$ cat src/rtl/ri_pkg.sv
// Shared definitions for the range-image blocks: default widths, the empty
// pixel value, the writer FSM states and a saturating counter increment.
package ri_pkg;

  localparam int RI_ADDR_W = 19;
  localparam int RI_DATA_W = 16;

  // A stored range of zero means "no return yet" for that pixel.
  localparam logic [RI_DATA_W-1:0] RI_EMPTY = '0;

  typedef enum logic [1:0] {
    ST_CLEAR     = 2'd0,
    ST_RUN       = 2'd1,
    ST_DRAIN_END = 2'd2,
    ST_DRAIN_CLR = 2'd3
  } ri_state_e;

  // Increment v, holding at the all-ones value of a w-bit counter.
  function automatic logic [31:0] sat_inc(input logic [31:0] v, input int unsigned w);
    logic [31:0] mx;
    mx = (w >= 32) ? 32'hFFFF_FFFF : ((32'd1 << w) - 32'd1);
    return (v >= mx) ? v : v + 32'd1;
  endfunction

endpackage

$ cat src/rtl/ri_fwd_cmp.sv
// Forwarding mux and nearest-range compare for the pixel read-modify-write.
// Purely combinational: picks the freshest stored value, then keeps the minimum non-zero.
module ri_fwd_cmp
  import ri_pkg::*;
#(
  parameter int ADDR_W = RI_ADDR_W,
  parameter int DATA_W = RI_DATA_W
) (
  input  logic [ADDR_W-1:0] addr_i,
  input  logic [DATA_W-1:0] range_i,
  input  logic [DATA_W-1:0] rdata_i,
  input  logic              s2_vld_i,
  input  logic [ADDR_W-1:0] s2_addr_i,
  input  logic [DATA_W-1:0] s2_data_i,
  input  logic              w3_vld_i,
  input  logic [ADDR_W-1:0] w3_addr_i,
  input  logic [DATA_W-1:0] w3_data_i,
  output logic [DATA_W-1:0] eff_o,
  output logic [DATA_W-1:0] new_o,
  output logic              wr_o
);

  logic [DATA_W-1:0] eff;

  // S2 is younger than W3, so it wins when both hit the same pixel.
  always_comb begin
    eff = rdata_i;
    if (s2_vld_i && (s2_addr_i == addr_i))
      eff = s2_data_i;
    else if (w3_vld_i && (w3_addr_i == addr_i))
      eff = w3_data_i;
  end

  assign eff_o = eff;
  assign new_o = ((eff == DATA_W'(RI_EMPTY)) || (range_i < eff)) ? range_i : eff;
  assign wr_o  = (new_o != eff);

endmodule

$ cat src/rtl/ri_pixel_writer.sv
// Range-image frame builder: read-modify-write of the nearest range per pixel
// into an external BRAM, with a sequential clear sweep and per-frame statistics.
module ri_pixel_writer
  import ri_pkg::*;
#(
  parameter int          ADDR_W   = RI_ADDR_W,
  parameter int          DATA_W   = RI_DATA_W,
  parameter int unsigned MAX_ADDR = 524287,
  parameter int          CNT_W    = 20
) (
  input  logic              clk,
  input  logic              reset,
  input  logic              i_valid,
  output logic              o_ready,
  input  logic              i_validAngle,
  input  logic [ADDR_W-1:0] i_wAddress,
  input  logic [DATA_W-1:0] i_range,
  input  logic              i_frameStart,
  input  logic              i_frameEnd,
  output logic              o_frameDone,
  output logic              o_clearBusy,
  output logic [ADDR_W-1:0] mem_raddr,
  input  logic [DATA_W-1:0] mem_rdata,
  output logic              mem_we,
  output logic [ADDR_W-1:0] mem_waddr,
  output logic [DATA_W-1:0] mem_wdata,
  output logic [CNT_W-1:0]  o_pointCount,
  output logic [CNT_W-1:0]  o_dropCount
);

  localparam int STAGES = 2;

  ri_state_e         state_q, state_d;
  logic [ADDR_W-1:0] clr_addr_q, clr_addr_d;
  logic              pend_q, pend_d;
  logic              done_q, done_d;
  logic [STAGES:0]   vld_pipe_q, vld_pipe_d;
  logic [ADDR_W-1:0] s1_addr_q;
  logic [DATA_W-1:0] s1_range_q;
  logic              we_q, we_d;
  logic [ADDR_W-1:0] waddr_q, waddr_d;
  logic [DATA_W-1:0] wdata_q, wdata_d;
  logic [ADDR_W-1:0] w3_addr_q;
  logic [DATA_W-1:0] w3_data_q;
  logic [CNT_W-1:0]  point_q, point_d;
  logic [CNT_W-1:0]  drop_q, drop_d;

  logic              accept, in_range, pt_ok, pt_drop, pipe_empty;
  logic [DATA_W-1:0] fwd_eff, fwd_new;
  logic              fwd_wr;

  assign o_ready     = (state_q == ST_RUN);
  assign o_clearBusy = (state_q == ST_CLEAR);
  assign mem_raddr   = i_wAddress;
  assign mem_we      = we_q;
  assign mem_waddr   = waddr_q;
  assign mem_wdata   = wdata_q;
  assign o_frameDone = done_q;
  assign o_pointCount = point_q;
  assign o_dropCount  = drop_q;

  assign accept     = i_valid && o_ready;
  assign in_range   = (32'(i_wAddress) <= MAX_ADDR);
  assign pt_ok      = accept && i_validAngle && (i_range != DATA_W'(RI_EMPTY)) && in_range;
  assign pt_drop    = accept && !pt_ok;
  assign pipe_empty = !vld_pipe_q[0] && !vld_pipe_q[1];

  // S2 lives in the write register itself; W3 is that register one cycle later.
  ri_fwd_cmp #(.ADDR_W(ADDR_W), .DATA_W(DATA_W)) u_fwd (
    .addr_i    (s1_addr_q),
    .range_i   (s1_range_q),
    .rdata_i   (mem_rdata),
    .s2_vld_i  (vld_pipe_q[1]),
    .s2_addr_i (waddr_q),
    .s2_data_i (wdata_q),
    .w3_vld_i  (vld_pipe_q[2]),
    .w3_addr_i (w3_addr_q),
    .w3_data_i (w3_data_q),
    .eff_o     (fwd_eff),
    .new_o     (fwd_new),
    .wr_o      (fwd_wr)
  );

  // W3 also tracks the final clear write, which lands while RUN has already begun.
  assign vld_pipe_d = {vld_pipe_q[1] | we_q, vld_pipe_q[0], pt_ok};

  always_comb begin
    state_d    = state_q;
    clr_addr_d = clr_addr_q;
    pend_d     = pend_q;
    done_d     = 1'b0;
    we_d       = 1'b0;
    waddr_d    = waddr_q;
    wdata_d    = wdata_q;
    point_d    = point_q;
    drop_d     = drop_q;

    if (vld_pipe_q[0]) begin
      we_d    = fwd_wr;
      waddr_d = s1_addr_q;
      wdata_d = fwd_new;
      if (fwd_wr)
        point_d = CNT_W'(sat_inc(32'(point_q), CNT_W));
    end
    if (pt_drop)
      drop_d = CNT_W'(sat_inc(32'(drop_q), CNT_W));

    case (state_q)
      ST_CLEAR: begin
        we_d    = 1'b1;
        waddr_d = clr_addr_q;
        wdata_d = DATA_W'(RI_EMPTY);
        if (i_frameStart) begin
          clr_addr_d = '0;
          point_d    = '0;
          drop_d     = '0;
        end else if (clr_addr_q == ADDR_W'(MAX_ADDR)) begin
          clr_addr_d = '0;
          state_d    = ST_RUN;
        end else begin
          clr_addr_d = clr_addr_q + 1'b1;
        end
      end
      ST_RUN: begin
        if (i_frameEnd) begin
          state_d = ST_DRAIN_END;
          pend_d  = i_frameStart;
        end else if (i_frameStart) begin
          state_d = ST_DRAIN_CLR;
        end
      end
      ST_DRAIN_END: begin
        if (i_frameStart)
          pend_d = 1'b1;
        if (pipe_empty) begin
          done_d  = 1'b1;
          state_d = (pend_q || i_frameStart) ? ST_DRAIN_CLR : ST_RUN;
          pend_d  = 1'b0;
        end
      end
      ST_DRAIN_CLR: begin
        if (pipe_empty) begin
          state_d    = ST_CLEAR;
          clr_addr_d = '0;
          point_d    = '0;
          drop_d     = '0;
        end
      end
      default: state_d = ST_CLEAR;
    endcase
  end

  always_ff @(posedge clk or posedge reset) begin
    if (reset) begin
      state_q    <= ST_CLEAR;
      clr_addr_q <= '0;
      pend_q     <= 1'b0;
      done_q     <= 1'b0;
      vld_pipe_q <= '0;
      s1_addr_q  <= '0;
      s1_range_q <= '0;
      we_q       <= 1'b0;
      waddr_q    <= '0;
      wdata_q    <= '0;
      w3_addr_q  <= '0;
      w3_data_q  <= '0;
      point_q    <= '0;
      drop_q     <= '0;
    end else begin
      state_q    <= state_d;
      clr_addr_q <= clr_addr_d;
      pend_q     <= pend_d;
      done_q     <= done_d;
      vld_pipe_q <= vld_pipe_d;
      s1_addr_q  <= i_wAddress;
      s1_range_q <= i_range;
      we_q       <= we_d;
      waddr_q    <= waddr_d;
      wdata_q    <= wdata_d;
      w3_addr_q  <= waddr_q;
      w3_data_q  <= wdata_q;
      point_q    <= point_d;
      drop_q     <= drop_d;
    end
  end

endmodule
$ cat config.mk
export PLATFORM = sky130hd
export DESIGN_NAME = ri_pixel_writer
export DESIGN_NICKNAME = d
export VERILOG_FILES = /design/src/rtl/ri_pkg.sv /design/src/rtl/ri_fwd_cmp.sv /design/src/rtl/ri_pixel_writer.sv
export SDC_FILE = /design/constraint.sdc
export NUM_CORES = 1
export LEC_CHECK = 0
export ABC_CLOCK_PERIOD_IN_PS = 17100
export CAP_MARGIN = 15
export CELL_PAD_IN_SITES_DETAIL_PLACEMENT = 2
export CELL_PAD_IN_SITES_GLOBAL_PLACEMENT = 2
export CORE_UTILIZATION = 27
export CTS_CLUSTER_SIZE = 12
export DETAILED_ROUTE_END_ITERATION = 10
export PLACE_DENSITY_LB_ADDON = 0.2
export SYNTH_ARGS = -nofsm -noshare
export SYNTH_HDL_FRONTEND = slang
export SYNTH_HIERARCHICAL = 1
export SYNTH_SLANG_ARGS = --single-unit
export TNS_END_PERCENT = 50
$ cat constraint.sdc
create_clock -name clk -period 17.1 [get_ports clk]
set_input_delay 3.42 -clock clk [delete_from_list [all_inputs] [get_ports clk]]
set_output_delay 3.42 -clock clk [all_outputs]
set_load 0.05 [all_outputs]
==> qor.yml <==
hold_buffers: 0
crit_path_max_fanout: 17
via_count: 7231
dp_hpwl_mm: 21.9
clock_insertion_delay_worst_skew_ps: 450
grt_antenna_before_repair: 0
max-clock-path-buffers: 2
fin_setup_tns_ps: 0
cts_post_setup_buffers_inserted: 0
vdd_drop_max_v: 0.0000743
max-cap-violations: 0
buffer_ports.inserted: 154
ios: 155
layout-drive-gt1-share: 0.0909
layout_worst_path_cycle_share: 0.477
totalPowerFinal_mw: 0.925
p_leak_nw: 4.53
grt_max_degree: 100
postSynthNetCount: 946
pwr-share-comb: 0.095
tritoncts: "yes"
grt_setup_unrepaired: "false"
final-setup-viol-count: 0
cp-start-kind: "input port"
vias_in_the_first_global_route: 7941
clock_power_share: 0.450
synthesis.area_per_instance_um2: 10.3
die_x_um: 184
num_rows: 66
p_int_mw: 0.680
cts-htree-levels: 4
post-route-drc-count: 0
power.density_cell_area_nw_per_um2: 81.1
finalClockSkew_ps: 15.6
gp_congestion: 0.814
fmax_mhz: 123
net_count_reported_at_finish: 1077
sequentialPowerShare: 0.454
insertedDiodeCount: 0
layout_min_cycle_time_ps: 8160
drv_slew: 0
cts.root.buffer_cell: "clkbuf_16"
layout-area-overhead-vs-synth_pct: 27.6
wl_per_cell_um: 20.8
switching_share: 0.265
worst_ep_required_time_ps: 17440
synthesis.instances: 868
multiInputGateArea_um2: 4200
worstPathArrival_ps: 8490
route.antenna.remaining_nets: 0
worst_hold_slack_ps: 435
p_sw_mw: 0.245
grt_first_pass_wirelength_mm: 48.0
sequential_cell_area_um2: 4310
die_height_um: 184
hold_path_class: "flip-flop to flip-flop"
finalHoldViolCount: 0
floorplan.die_area_um2: 33900
start_util: 0.275
postRouteWirelength_mm: 30.3
ctsResizeCount: 0
worstMarginPinSlew_ps: 1040
cts_buffers: 17
cts.sink_count: 172
grtUsageTotal: 0.188
setup.worst_path.end_class: "flip-flop"
design.core.area_um2: 32500
utilization: 0.351
cts.reportedPaths.clkPinSlew_ps: 70
first_pass_iters: 4
slew_headroom: 0.307
netlist_area_pre_place_um2: 8940
fillers: 3528
vias_per_cell: 4.97
yosys_warnings: 6
crit_type: "input port to flip-flop"
drt_iter0_markers: 297
status: "finished, final reports clean"
grt_overflow: 0
-- cells in the final DEF (no fill, tap or decap), drive strengths merged, types with 6 or more instances in the layout --
master / count
mux2i: 43
o22ai: 7
clkbuf: 20
buf: 8
nand2: 56
ha: 21
nand3: 38
and3: 7
inv: 42
nor2: 68
a31oi: 9
or3: 21
nand2b: 6
or4: 9
xnor2: 50
nand4: 36
nor3: 16
or2: 9
a21o: 8
nor4: 17
a21oi: 32
dfrtp: 172
o21ai: 58
xor2: 23
mux2: 10
clkdlybuf4s50: 154
-- area by class of cell --
class | count | area share
tap | 442 | 0.0485
sequential | 172 | 0.377
multi-input combinational | 611 | 0.368
clock buffer | 20 | 0.0409
inverter | 35 | 0.0119
timing repair buffer | 162 | 0.140
clock inverter | 12 | 0.0128
-- routing by layer --
| metal | routed length [um] | up-vias | track usage |
|---|---|---|---|
| met5 | 0 | - | 0 |
| met2 | 14800 | 119 | 0.314 |
| met4 | 296 | 0 | 0.0457 |
| met1 | 14000 | 3708 | 0.247 |
| met3 | 1220 | 22 | 0.0376 |
| li1 | - | 3382 | - |
-- worst paths after layout --
kind,start,end,slack (ps),depth (start not counted)
worst max register to register,s1_addr_q[16],o_pointCount[13],10540,20
max in group asynchronous,reset,w3_addr_q[10],11940,3
worst min register to register,mem_waddr[9],w3_addr_q[9],430,0
worst min-delay path,mem_waddr[9],w3_addr_q[9],430,0
worst max-delay path,mem_rdata[9],o_pointCount[13],8940,19
min in group asynchronous,reset,s1_addr_q[16],3540,2
-- sequential cells by signal (all words and copies together), names as in the netlist --
name and cells:
o_dropCount 20, o_pointCount 20, clr_addr_q 19, mem_waddr 19, s1_addr_q 19, w3_addr_q 19, mem_wdata 16, s1_range_q 16
w3_data_q 16, vld_pipe_q 3, state_q 2, mem_we 1, o_frameDone 1, pend_q 1
-- critical path: stages --
cell             delay, ps
clkdlybuf4s50_1        460
o21ai_0                110
and2_0                 170
a21oi_1                270
inv_1                  110
ha_1                   310
a21o_1                 170
a21o_1                 170
a21o_1                 170
a21o_1                 170
a21o_1                 170
a21oi_1                180
o221a_4                220
a41o_1                 660
a32o_1                 320
nand2_1                150
a211oi_1               800
a31oi_1                210
a41o_1                 250
-- metrics by stage --
stage	worst slack, ps	instance area, um2	std cells
after floorplan	9020	8940	868
after global placement	8820	10800	1422
after detailed placement	8610	10800	1422
after CTS	8950	11400	1454
after global routing	8700	11400	1454
final	8940	11400	1454
-- power groups by stage --
stage	Sequential, mW	Clock (mW)	Combinational [mW]
3_5_place_dp	0.429	0	0.0889
4_1_cts	0.421	0.432	0.0897
3_3_place_gp	0.428	0	0.0881
6_report	0.420	0.417	0.0880
5_1_grt	0.421	0.444	0.0958
2_1_floorplan	0.427	0	0.0546
(Power assumes the default switching activity.)
